$ cat config.mk
export PLATFORM = sky130hd
export DESIGN_NAME = axi4_master_read_channel_flat
export DESIGN_NICKNAME = d
export VERILOG_FILES = /design/src/rtl/axi4_pkg.sv /design/src/rtl/axi4_master_read_channel_if.sv /design/src/rtl/axi4_master_read_channel.sv /design/src/flat_wrapper.sv
export SDC_FILE = /design/constraint.sdc
export NUM_CORES = 1
export LEC_CHECK = 0
export BUFFER_PORTS_ARGS = -buffer_cell sky130_fd_sc_hd__clkbuf_2
export CAP_MARGIN = 20
export CORE_ASPECT_RATIO = 0.6
export CORE_MARGIN = 1.5
export CORE_UTILIZATION = 48
export DETAILED_ROUTE_END_ITERATION = 6
export HOLD_SLACK_MARGIN = 0.1
export PLACE_DENSITY = 0.78
export SLEW_MARGIN = 30
export SYNTH_ARGS = -nofsm -noshare
export SYNTH_HDL_FRONTEND = slang
export SYNTH_SLANG_ARGS = --single-unit
$ cat constraint.sdc
create_clock -name clk -period 2.2 [get_ports clk]
set_input_delay 0.44 -clock clk [delete_from_list [all_inputs] [get_ports clk]]
set_output_delay 0.44 -clock clk [all_outputs]
set_load 0.05 [all_outputs]
$ cat src/rtl/axi4_pkg.sv
`default_nettype none
// ============================================================================
// Module   : axi4_pkg
// Purpose  : AXI4 burst/response encodings, read-side FSM state encoding and
//            the read-command legality check, shared by master and slave blocks.
// Revision : 1.0 - initial release
// ============================================================================
package axi4_pkg;

    localparam logic [1:0] BURST_FIXED = 2'b00;
    localparam logic [1:0] BURST_INCR  = 2'b01;
    localparam logic [1:0] BURST_WRAP  = 2'b10;
    localparam logic [1:0] BURST_RSVD  = 2'b11;

    localparam logic [1:0] RESP_OKAY   = 2'b00;
    localparam logic [1:0] RESP_EXOKAY = 2'b01;
    localparam logic [1:0] RESP_SLVERR = 2'b10;
    localparam logic [1:0] RESP_DECERR = 2'b11;

    typedef logic [1:0] rd_state_t;

    localparam logic [1:0] R_IDLE = 2'd0;
    localparam logic [1:0] R_ADDR = 2'd1;
    localparam logic [1:0] R_DATA = 2'd2;
    localparam logic [1:0] R_DONE = 2'd3;

    // max_size is log2 of the data bus width in bytes
    function automatic logic cmd_is_illegal(
        input logic [1:0]  burst,
        input logic [7:0]  len,
        input logic [2:0]  size,
        input int unsigned max_size
    );
        logic bad_wrap;
        logic bad_size;
        bad_wrap = (burst == BURST_WRAP) &&
                   !((len == 8'd1) || (len == 8'd3) || (len == 8'd7) || (len == 8'd15));
        bad_size = (32'(size) > max_size);
        return (burst == BURST_RSVD) || bad_wrap || bad_size;
    endfunction

endpackage
`default_nettype wire

$ cat src/rtl/axi4_master_read_channel_if.sv
`default_nettype none
// ============================================================================
// Module   : axi4_master_read_channel_if
// Purpose  : AXI4 AR + R channel bundle with master and slave views.
// Revision : 1.0 - initial release
// ============================================================================
interface axi4_master_read_channel_if #(
    parameter int ADDR_WIDTH = 32,
    parameter int DATA_WIDTH = 32,
    parameter int ID_WIDTH   = 4
) ();

    logic                  arvalid;
    logic                  arready;
    logic [ADDR_WIDTH-1:0] araddr;
    logic [ID_WIDTH-1:0]   arid;
    logic [7:0]            arlen;
    logic [2:0]            arsize;
    logic [1:0]            arburst;

    logic                  rvalid;
    logic                  rready;
    logic [DATA_WIDTH-1:0] rdata;
    logic [ID_WIDTH-1:0]   rid;
    logic [1:0]            rresp;
    logic                  rlast;

    modport master (
        output arvalid, araddr, arid, arlen, arsize, arburst,
        input  arready,
        input  rvalid, rdata, rid, rresp, rlast,
        output rready
    );

    modport slave (
        input  arvalid, araddr, arid, arlen, arsize, arburst,
        output arready,
        output rvalid, rdata, rid, rresp, rlast,
        input  rready
    );

endinterface
`default_nettype wire

$ cat src/rtl/axi4_master_read_channel.sv
`default_nettype none
// ============================================================================
// Module   : axi4_master_read_channel
// Purpose  : Single-outstanding AXI4 read master: takes one command, issues AR,
//            forwards R beats as registered pulses and reports a done summary.
// Revision : 1.0 - initial release
// ============================================================================
module axi4_master_read_channel
    import axi4_pkg::*;
#(
    parameter int DATA_WIDTH = 32,
    parameter int ADDR_WIDTH = 32,
    parameter int ID_WIDTH   = 4
) (
    input  wire logic                  clk,
    input  wire logic                  rst,

    input  wire logic                  cmd_valid,
    output logic                       cmd_ready,
    input  wire logic [ADDR_WIDTH-1:0] cmd_addr,
    input  wire logic [ID_WIDTH-1:0]   cmd_id,
    input  wire logic [7:0]            cmd_len,
    input  wire logic [2:0]            cmd_size,
    input  wire logic [1:0]            cmd_burst,

    axi4_master_read_channel_if.master axi,

    input  wire logic                  out_ready,
    output logic                       out_valid,
    output logic [DATA_WIDTH-1:0]      out_data,
    output logic [7:0]                 out_beat,

    output logic                       done,
    output logic [1:0]                 done_resp,
    output logic                       cmd_err,
    output logic                       id_err,
    output logic                       last_err
);

    localparam int unsigned MAX_SIZE = $clog2(DATA_WIDTH / 8);

    rd_state_t             state_q,    state_d;
    logic [ADDR_WIDTH-1:0] addr_q,     addr_d;
    logic [ID_WIDTH-1:0]   id_q,       id_d;
    logic [7:0]            len_q,      len_d;
    logic [2:0]            size_q,     size_d;
    logic [1:0]            burst_q,    burst_d;
    logic [8:0]            beat_q,     beat_d;
    logic [1:0]            resp_q,     resp_d;
    logic                  cmd_err_q,  cmd_err_d;
    logic                  id_err_q,   id_err_d;
    logic                  last_err_q, last_err_d;
    logic                  out_valid_q, out_valid_d;
    logic [DATA_WIDTH-1:0] out_data_q, out_data_d;
    logic [7:0]            out_beat_q, out_beat_d;

    logic cmd_accept;
    logic r_hs;
    logic final_beat;

    assign cmd_accept = cmd_valid && (state_q == R_IDLE);
    assign r_hs       = axi.rvalid && axi.rready;
    assign final_beat = (beat_q == {1'b0, len_q});

    always_comb begin
        state_d     = state_q;
        addr_d      = addr_q;
        id_d        = id_q;
        len_d       = len_q;
        size_d      = size_q;
        burst_d     = burst_q;
        beat_d      = beat_q;
        resp_d      = resp_q;
        cmd_err_d   = cmd_err_q;
        id_err_d    = id_err_q;
        last_err_d  = last_err_q;
        out_valid_d = 1'b0;
        out_data_d  = out_data_q;
        out_beat_d  = out_beat_q;

        case (state_q)
            R_IDLE: begin
                if (cmd_accept) begin
                    addr_d     = cmd_addr;
                    id_d       = cmd_id;
                    len_d      = cmd_len;
                    size_d     = cmd_size;
                    burst_d    = cmd_burst;
                    beat_d     = 9'd0;
                    resp_d     = RESP_OKAY;
                    id_err_d   = 1'b0;
                    last_err_d = 1'b0;
                    if (cmd_is_illegal(cmd_burst, cmd_len, cmd_size, MAX_SIZE)) begin
                        cmd_err_d = 1'b1;
                        resp_d    = RESP_SLVERR;
                        state_d   = R_DONE;
                    end else begin
                        cmd_err_d = 1'b0;
                        state_d   = R_ADDR;
                    end
                end
            end

            R_ADDR: begin
                if (axi.arready) begin
                    state_d = R_DATA;
                end
            end

            R_DATA: begin
                if (r_hs) begin
                    out_valid_d = 1'b1;
                    out_data_d  = axi.rdata;
                    out_beat_d  = beat_q[7:0];
                    beat_d      = beat_q + 9'd1;
                    if (axi.rresp > resp_q) begin
                        resp_d = axi.rresp;
                    end
                    if (axi.rid != id_q) begin
                        id_err_d = 1'b1;
                    end
                    // Either an early rlast or a missing rlast on the last
                    // expected beat terminates the burst and flags it.
                    if (axi.rlast != final_beat) begin
                        last_err_d = 1'b1;
                    end
                    if (axi.rlast || final_beat) begin
                        state_d = R_DONE;
                    end
                end
            end

            R_DONE: begin
                state_d = R_IDLE;
            end

            default: begin
                state_d = R_IDLE;
            end
        endcase
    end

    always_ff @(posedge clk or negedge rst) begin
        if (!rst) begin
            state_q     <= R_IDLE;
            addr_q      <= '0;
            id_q        <= '0;
            len_q       <= '0;
            size_q      <= '0;
            burst_q     <= '0;
            beat_q      <= '0;
            resp_q      <= '0;
            cmd_err_q   <= 1'b0;
            id_err_q    <= 1'b0;
            last_err_q  <= 1'b0;
            out_valid_q <= 1'b0;
            out_data_q  <= '0;
            out_beat_q  <= '0;
        end else begin
            state_q     <= state_d;
            addr_q      <= addr_d;
            id_q        <= id_d;
            len_q       <= len_d;
            size_q      <= size_d;
            burst_q     <= burst_d;
            beat_q      <= beat_d;
            resp_q      <= resp_d;
            cmd_err_q   <= cmd_err_d;
            id_err_q    <= id_err_d;
            last_err_q  <= last_err_d;
            out_valid_q <= out_valid_d;
            out_data_q  <= out_data_d;
            out_beat_q  <= out_beat_d;
        end
    end

    // cmd_ready is held low while reset is asserted, not just by the FSM state
    assign cmd_ready   = rst && (state_q == R_IDLE);

    assign axi.arvalid = (state_q == R_ADDR);
    assign axi.araddr  = addr_q;
    assign axi.arid    = id_q;
    assign axi.arlen   = len_q;
    assign axi.arsize  = size_q;
    assign axi.arburst = burst_q;
    assign axi.rready  = (state_q == R_DATA) && out_ready;

    assign out_valid   = out_valid_q;
    assign out_data    = out_data_q;
    assign out_beat    = out_beat_q;

    assign done        = (state_q == R_DONE);
    assign done_resp   = resp_q;
    assign cmd_err     = cmd_err_q;
    assign id_err      = id_err_q;
    assign last_err    = last_err_q;

endmodule
`default_nettype wire

$ cat src/flat_wrapper.sv
// flat-port wrapper written by rule: the top's interface ports become plain ports
module axi4_master_read_channel_flat import axi4_pkg::*;
#(
    parameter int DATA_WIDTH = 32,
    parameter int ADDR_WIDTH = 32,
    parameter int ID_WIDTH   = 4
)
  (clk, rst, cmd_valid, cmd_ready, cmd_addr, cmd_id, cmd_len, cmd_size, cmd_burst, out_ready, out_valid, out_data, out_beat, done, done_resp, cmd_err, id_err, last_err, axi_arvalid, axi_araddr, axi_arid, axi_arlen, axi_arsize, axi_arburst, axi_arready, axi_rvalid, axi_rdata, axi_rid, axi_rresp, axi_rlast, axi_rready);
  axi4_master_read_channel_if #(.ADDR_WIDTH(ADDR_WIDTH), .DATA_WIDTH(DATA_WIDTH), .ID_WIDTH(ID_WIDTH)) axi_i ();
  input  wire logic clk;
  input  wire logic rst;
  input  wire logic cmd_valid;
  output logic cmd_ready;
  input  wire logic [ADDR_WIDTH-1:0] cmd_addr;
  input  wire logic [ID_WIDTH-1:0] cmd_id;
  input  wire logic [7:0] cmd_len;
  input  wire logic [2:0] cmd_size;
  input  wire logic [1:0] cmd_burst;
  input  wire logic out_ready;
  output logic out_valid;
  output logic [DATA_WIDTH-1:0] out_data;
  output logic [7:0] out_beat;
  output logic done;
  output logic [1:0] done_resp;
  output logic cmd_err;
  output logic id_err;
  output logic last_err;
  output wire logic [$bits(axi_i.arvalid)-1:0] axi_arvalid;
  output wire logic [$bits(axi_i.araddr)-1:0] axi_araddr;
  output wire logic [$bits(axi_i.arid)-1:0] axi_arid;
  output wire logic [$bits(axi_i.arlen)-1:0] axi_arlen;
  output wire logic [$bits(axi_i.arsize)-1:0] axi_arsize;
  output wire logic [$bits(axi_i.arburst)-1:0] axi_arburst;
  input wire logic [$bits(axi_i.arready)-1:0] axi_arready;
  input wire logic [$bits(axi_i.rvalid)-1:0] axi_rvalid;
  input wire logic [$bits(axi_i.rdata)-1:0] axi_rdata;
  input wire logic [$bits(axi_i.rid)-1:0] axi_rid;
  input wire logic [$bits(axi_i.rresp)-1:0] axi_rresp;
  input wire logic [$bits(axi_i.rlast)-1:0] axi_rlast;
  output wire logic [$bits(axi_i.rready)-1:0] axi_rready;
  assign axi_arvalid = axi_i.arvalid;
  assign axi_araddr = axi_i.araddr;
  assign axi_arid = axi_i.arid;
  assign axi_arlen = axi_i.arlen;
  assign axi_arsize = axi_i.arsize;
  assign axi_arburst = axi_i.arburst;
  assign axi_i.arready = axi_arready;
  assign axi_i.rvalid = axi_rvalid;
  assign axi_i.rdata = axi_rdata;
  assign axi_i.rid = axi_rid;
  assign axi_i.rresp = axi_rresp;
  assign axi_i.rlast = axi_rlast;
  assign axi_rready = axi_i.rready;
  axi4_master_read_channel #(.DATA_WIDTH(DATA_WIDTH), .ADDR_WIDTH(ADDR_WIDTH), .ID_WIDTH(ID_WIDTH)) u_core (.clk(clk), .rst(rst), .cmd_valid(cmd_valid), .cmd_ready(cmd_ready), .cmd_addr(cmd_addr), .cmd_id(cmd_id), .cmd_len(cmd_len), .cmd_size(cmd_size), .cmd_burst(cmd_burst), .axi(axi_i), .out_ready(out_ready), .out_valid(out_valid), .out_data(out_data), .out_beat(out_beat), .done(done), .done_resp(done_resp), .cmd_err(cmd_err), .id_err(id_err), .last_err(last_err));
endmodule
Yosys cells after proc, flatten, opt, wreduce, memory -nomap -nowiden
Cells that the tools add are included.
{"block": "classes", "add_sub_neg": 1, "magnitude_cmp": 2, "eq_ne": 19, "n_mux": 24, "reduce_logical": 21}
{"operator": "$mux 2", "count": 9}
{"operator": "$mux 9", "count": 2}
{"operator": "$pmux 9 s2", "count": 1}
{"operator": "$reduce_and 4->1", "count": 4}
{"operator": "$ne 2x1->1 const B", "count": 7}
{"operator": "$add 9x1->9 const B", "count": 1}
{"operator": "$eq 9x8->1", "count": 1}
{"operator": "$eq 2x2->1 const B", "count": 4}
{"operator": "$eq 8x1->1 const B", "count": 1}
{"operator": "$eq 8x2->1 const B", "count": 1}
{"operator": "$eq 8x3->1 const B", "count": 1}
{"operator": "$eq 8x4->1 const B", "count": 1}
{"operator": "$mux 1", "count": 8}
{"operator": "$pmux 2 s4", "count": 1}
{"operator": "$logic_or 1x1->1", "count": 6}
{"operator": "$logic_and 1x1->1", "count": 5}
{"operator": "$ne 4x4->1", "count": 1}
{"operator": "$pmux 1 s2", "count": 2}
{"operator": "$pmux 2 s2", "count": 1}
{"operator": "$reduce_and 2->1", "count": 2}
{"operator": "$gt 3x2->1 const B", "count": 1}
{"operator": "$reduce_and 3->1", "count": 1}
{"operator": "$eq 2x1->1 const B", "count": 1}
{"operator": "$gt 2x2->1", "count": 1}
{"operator": "4 further kinds", "count": 4}
{"block": "word_totals", "reg_bits": 106, "in_bits": 94, "output_inout_bits": 99, "wordCells": 81}

Logic depth before layout (Yosys ltp)
{"block": "depth", "depth_word": 11, "depth_mapped": 10, "ltp_nobuf": 9}

Worst setup path after synthesis
OpenSTA, ideal clock, no wires.
{"block": "synth_timing", "kind": "reg-to-reg", "from": "register u_core.len_q[0], in the netlist u_core.axi.arlen[0]", "to": "register u_core.state_q[1]", "setup_time_ns": 0.082, "arrival_time_ns": 1.988, "required_time_ns": 2.118, "setup_slack_ns": 0.129, "path_stages_with_launch": 10, "path_buffers": 0, "period_less_slack_ns": 2.071, "path_cell_list": "dfrtp_1 -> xnor2_1 -> nand4_1 -> nor3_1 -> nand4_1 -> ha_1 -> nand3b_1 -> a211oi_1 -> o21ai_0 -> o22ai_1"}
{"block": "synth_between", "elab_chain_len": 4}
{"item": "start, declared", "line": "axi4_master_read_channel.sv:45", "text": "logic [7:0] len_q, len_d;"}
{"item": "start signal, assigned", "line": "axi4_master_read_channel.sv:163", "text": "len_q <= len_d;"}
{"item": "$eq 9x8->1", "line": "axi4_master_read_channel.sv:63", "text": "assign final_beat = (beat_q == {1'b0, len_q});"}
{"item": "$logic_or 1x1->1", "line": "axi4_master_read_channel.sv:127", "text": "if (axi.rlast || final_beat) begin"}
{"item": "$ne 2x1->1 (no source line)"}
{"item": "$reduce_and 4->1 (no source line)"}
{"item": "end signal, assigned", "line": "axi4_master_read_channel.sv:160", "text": "state_q <= state_d;"}
{"item": "end, declared", "line": "axi4_master_read_channel.sv:42", "text": "rd_state_t state_q, state_d;"}
Every way passes these cells.
A chain may end at the register's enable or synchronous reset.

Worst setup path after layout
{"block": "layout_timing", "from": "register u_core.state_q[1]", "to": "output port cmd_ready"}
{"block": "layout_between", "elab_chain_len": 2}
{"item": "$logic_not 2->1", "line": "axi4_master_read_channel.sv:178", "text": "assign cmd_ready = rst && (state_q == R_IDLE);"}
{"item": "$logic_and 1x1->1", "line": "axi4_master_read_channel.sv:178"}
{"item": "end, declared", "line": "flat_wrapper.sv:13", "text": "output logic cmd_ready;"}
Every way passes these cells.

==> results_dict.tcl <==
set metrics [dict create \
    crit_fanout 9 \
    avgSynthCellArea_um2 10.85 \
    hold_buffers 0 \
    skew_ns 0.004922 \
    path_delay_family "flip-flops" \
    cts_buffer_depth 2 \
    ys_seq_area_share_pct 58.79 \
    cp-start-kind "flop" \
    first_global_vias 3588 \
    design_area_mm2 0.005984 \
    syn-num-nets 518 \
    core_area_mm2 0.009155 \
    final_common_cell "clkbuf_2" \
    drtPass1Iterations 5 \
    rows 27 \
    max_slew_margin_pct 60.83 \
    drv_slew 0 \
    cts_htree_levels 3 \
    synth.distinct_cells 43 \
    start_util_pct 49.28 \
    final_hold_viol_count 0 \
    power_mw 10.95 \
    dpl_worst_slack_ns 0.09911 \
    antenna_cells 0 \
    cp.required_ns 1.76 \
    route.detailed.wl_per_inst_um 15.39 \
    crit_buf_inv 2 \
    worstPathArrival_ns 1.68 \
    clockRootBuffer "clkbuf_16" \
    antenna_found_initial 0 \
    cp_slowest_stage_delay_ns 0.41 \
    placed_area_mm2 0.005644 \
    overflow 0 \
    final_cell_mix "clkbuf_2 (191), nand2_1 (130), dfrtp_1 (104)" \
    finalSetupViolCount 0 \
    drtIter0Drc 175 \
    numClockSinks 106 \
    yosys_warnings 0 \
    rsz0062_at_grt "no" \
    io_pins 193 \
    ant_nets 0 \
    dp_hpwl_mm 8.449 \
    grt_usage_pct 23.29 \
    layout.nets 711 \
    fin_setup_tns_ns 0 \
    via_per_inst 4.989 \
    cts_tree "yes" \
    grt_max_degree 107 \
    fin_ws_ns 0.08052 \
    drt_wl_total_mm 11.45 \
    drc 0 \
    cts_inserted_buffers 9 \
    holdCritPathClass "input port to asynchronous set/reset pin" \
    clk_latency_ns 0.34 \
    synthesis.area_mm2 0.004512 \
    worstPathCellList "inv_1 -> ha_1 -> and2_1 -> clkbuf_2" \
    grt_pass1_wl_mm 17.93 \
    postSynthCellCount 416 \
    clkTransAtPathRegs_ns 0.07 \
    p_per_area_mw_per_mm2 1830 \
    vias 3712 \
    p_leak_nw 3.180 \
    port_buffers 192 \
    die_area_mm2 0.01001 \
    crit_path_end_kind "primary output" \
    fmax_ghz 0.4718 \
    period_share_pct 96.34 \
    routabilityCongestion 0.8533 \
    critPathSlowestCell "dfrtp_1" \
    drive_gt1_share_pct 44.14 \
    synth_seq_cells 106 \
    syn2layout_area_growth_pct 32.64 \
    fin_crit_ns 2.119 \
    status "complete, no violations" \
    utilization_pct 65.37 \
    die_x_um 128.2 \
    max-cap-violations 0 \
    die_h_um 78.10 \
    worst-slew-pin-transition_ns 0.5876 \
    peakVddDrop_v 0.001294 \
    critPathKind "flop to primary output" \
]
-- worst register-to-register path, cell delays in order (launching register included) --
cell and delay, ns:
dfrtp_1 0.41, inv_1 0.11, ha_1 0.37, mux2i_1 0.20, or2_1 0.30, or4_1 0.52
nand3_1 0.10
-- logic make-up after synthesis --
family | after synthesis | share of synthesized area, %
AO/OA/AOI/OAI | 34 | 4.937
XOR/XNOR | 12 | 2.329
adder cells (fa/ha/maj) | 8 | 2.219
buffers and inverters | 30 | 2.884
flip-flops | 106 | 58.79
multiplexers | 50 | 12.42
AND/OR/NAND/NOR | 176 | 16.42
-- registers in the layout, indices dropped and copies added, names as in the netlist --
| register | cells |
|---|---|
| u_core.axi.arburst | 2 |
| u_core.axi.arsize | 3 |
| u_core.axi.arlen | 8 |
| u_core.done_resp | 2 |
| u_core.out_data | 32 |
| u_core.out_valid | 1 |
| u_core.axi.araddr | 32 |
| u_core.id_err | 1 |
| u_core.cmd_err | 1 |
| u_core.out_beat | 8 |
| u_core.axi.arid | 4 |
| u_core.beat_q | 9 |
| u_core.state_q | 2 |
| u_core.last_err | 1 |
-- layer usage --
metal	part of all wire [%]	vias to the layer above	GRT usage, %
met5	0	-	0
met4	1.3	0	6.180
met3	8.5	17	7.703
met2	44	169	35.65
met1	46	1759	32.04
li1	-	1767	-
-- Yosys cell counts --
master / number / area (µm²)
o221ai_1: 1 / 8.760
and2_1: 3 / 18.77
o21a_1: 1 / 7.510
o31ai_1: 3 / 22.52
mux2_2: 48 / 540.5
nor3_1: 3 / 15.01
nand4_1: 5 / 31.28
o32a_1: 1 / 10.01
a41oi_1: 2 / 17.52
buf_6: 1 / 11.26
xnor2_1: 11 / 96.34
nor2b_1: 4 / 25.02
a211oi_1: 1 / 7.510
o211ai_1: 2 / 15.01
o22ai_1: 1 / 6.260
o21ai_0: 11 / 55.05
a32oi_1: 1 / 8.760
nor2_1: 10 / 37.54
inv_1: 7 / 26.28
buf_2: 5 / 25.02
or2_1: 1 / 6.260
a21oi_1: 6 / 30.03
or2_2: 1 / 6.260
nand3b_1: 1 / 7.510
xor2_1: 1 / 8.760
clkinv_1: 2 / 7.510
a2bb2oi_1: 1 / 8.760
dfrtp_1: 106 / 2653
clkbuf_1: 14 / 52.55
ha_1: 8 / 100.1
or3_1: 1 / 6.260
and3_1: 2 / 12.51
nand2b_1: 4 / 25.02
a41o_1: 1 / 10.01
mux2i_1: 2 / 20.02
a21o_1: 1 / 7.510
nand2_1: 131 / 491.7
nor3b_1: 1 / 7.510
nor4_1: 2 / 12.51
a21boi_1: 1 / 7.510
buf_4: 1 / 7.510
or4_1: 1 / 7.510
nand3_1: 6 / 30.03
-- power by group --
part	internal, mW	switching [mW]	leakage [nW]
Sequential	2.79	0.540	1.31
Clock	1.03	0.690	0.157
Combinational	1.58	4.32	1.71
-- per-stage QoR --
stage	instances	hold slack (ns)
finish	744	0.1633
global route	744	0.2276
CTS	743	0.2309
detailed placement	727	0.4622
global placement	727	0.4575
floorplan	416	0.1444
-- cell type report --
cell class                 count  area [µm²]
inverter                       9       33.78
clock inverter                 4       73.82
fill                         723        3171
tap                          130       162.7
timing repair buffer         203        1071
multi-input combinational    280        1742
sequential                   106        2655
clock buffer                  12       246.5
-- final timing paths --
path                       slack [ns]  cells past startpoint                      startpoint                                end
max                              0.08                      4   u_core.state_q[1]$_DFFE_PN0P_                          cmd_ready
min                              0.16                      2                             rst    u_core.axi.arlen[4]$_DFFE_PN0P_
max reg2reg                      0.13                      6   u_core.state_q[1]$_DFFE_PN0P_       u_core.beat_q[8]$_DFFE_PN0P_
min reg2reg                      0.47                      2  u_core.out_data[9]$_DFFE_PN0P_     u_core.out_data[9]$_DFFE_PN0P_
max in group asynchronous        1.55                      2                             rst  u_core.axi.araddr[14]$_DFFE_PN0P_
min in group clk                 0.29                      3                   axi_rdata[15]    u_core.out_data[15]$_DFFE_PN0P_
-- repair_timing --
item / in CTS / in global routing
endpoints found under the setup margin: 0 / 2
gates resized for setup: 0 / 4
buffers inserted: 0 / 1
(Power assumes the default switching activity.)
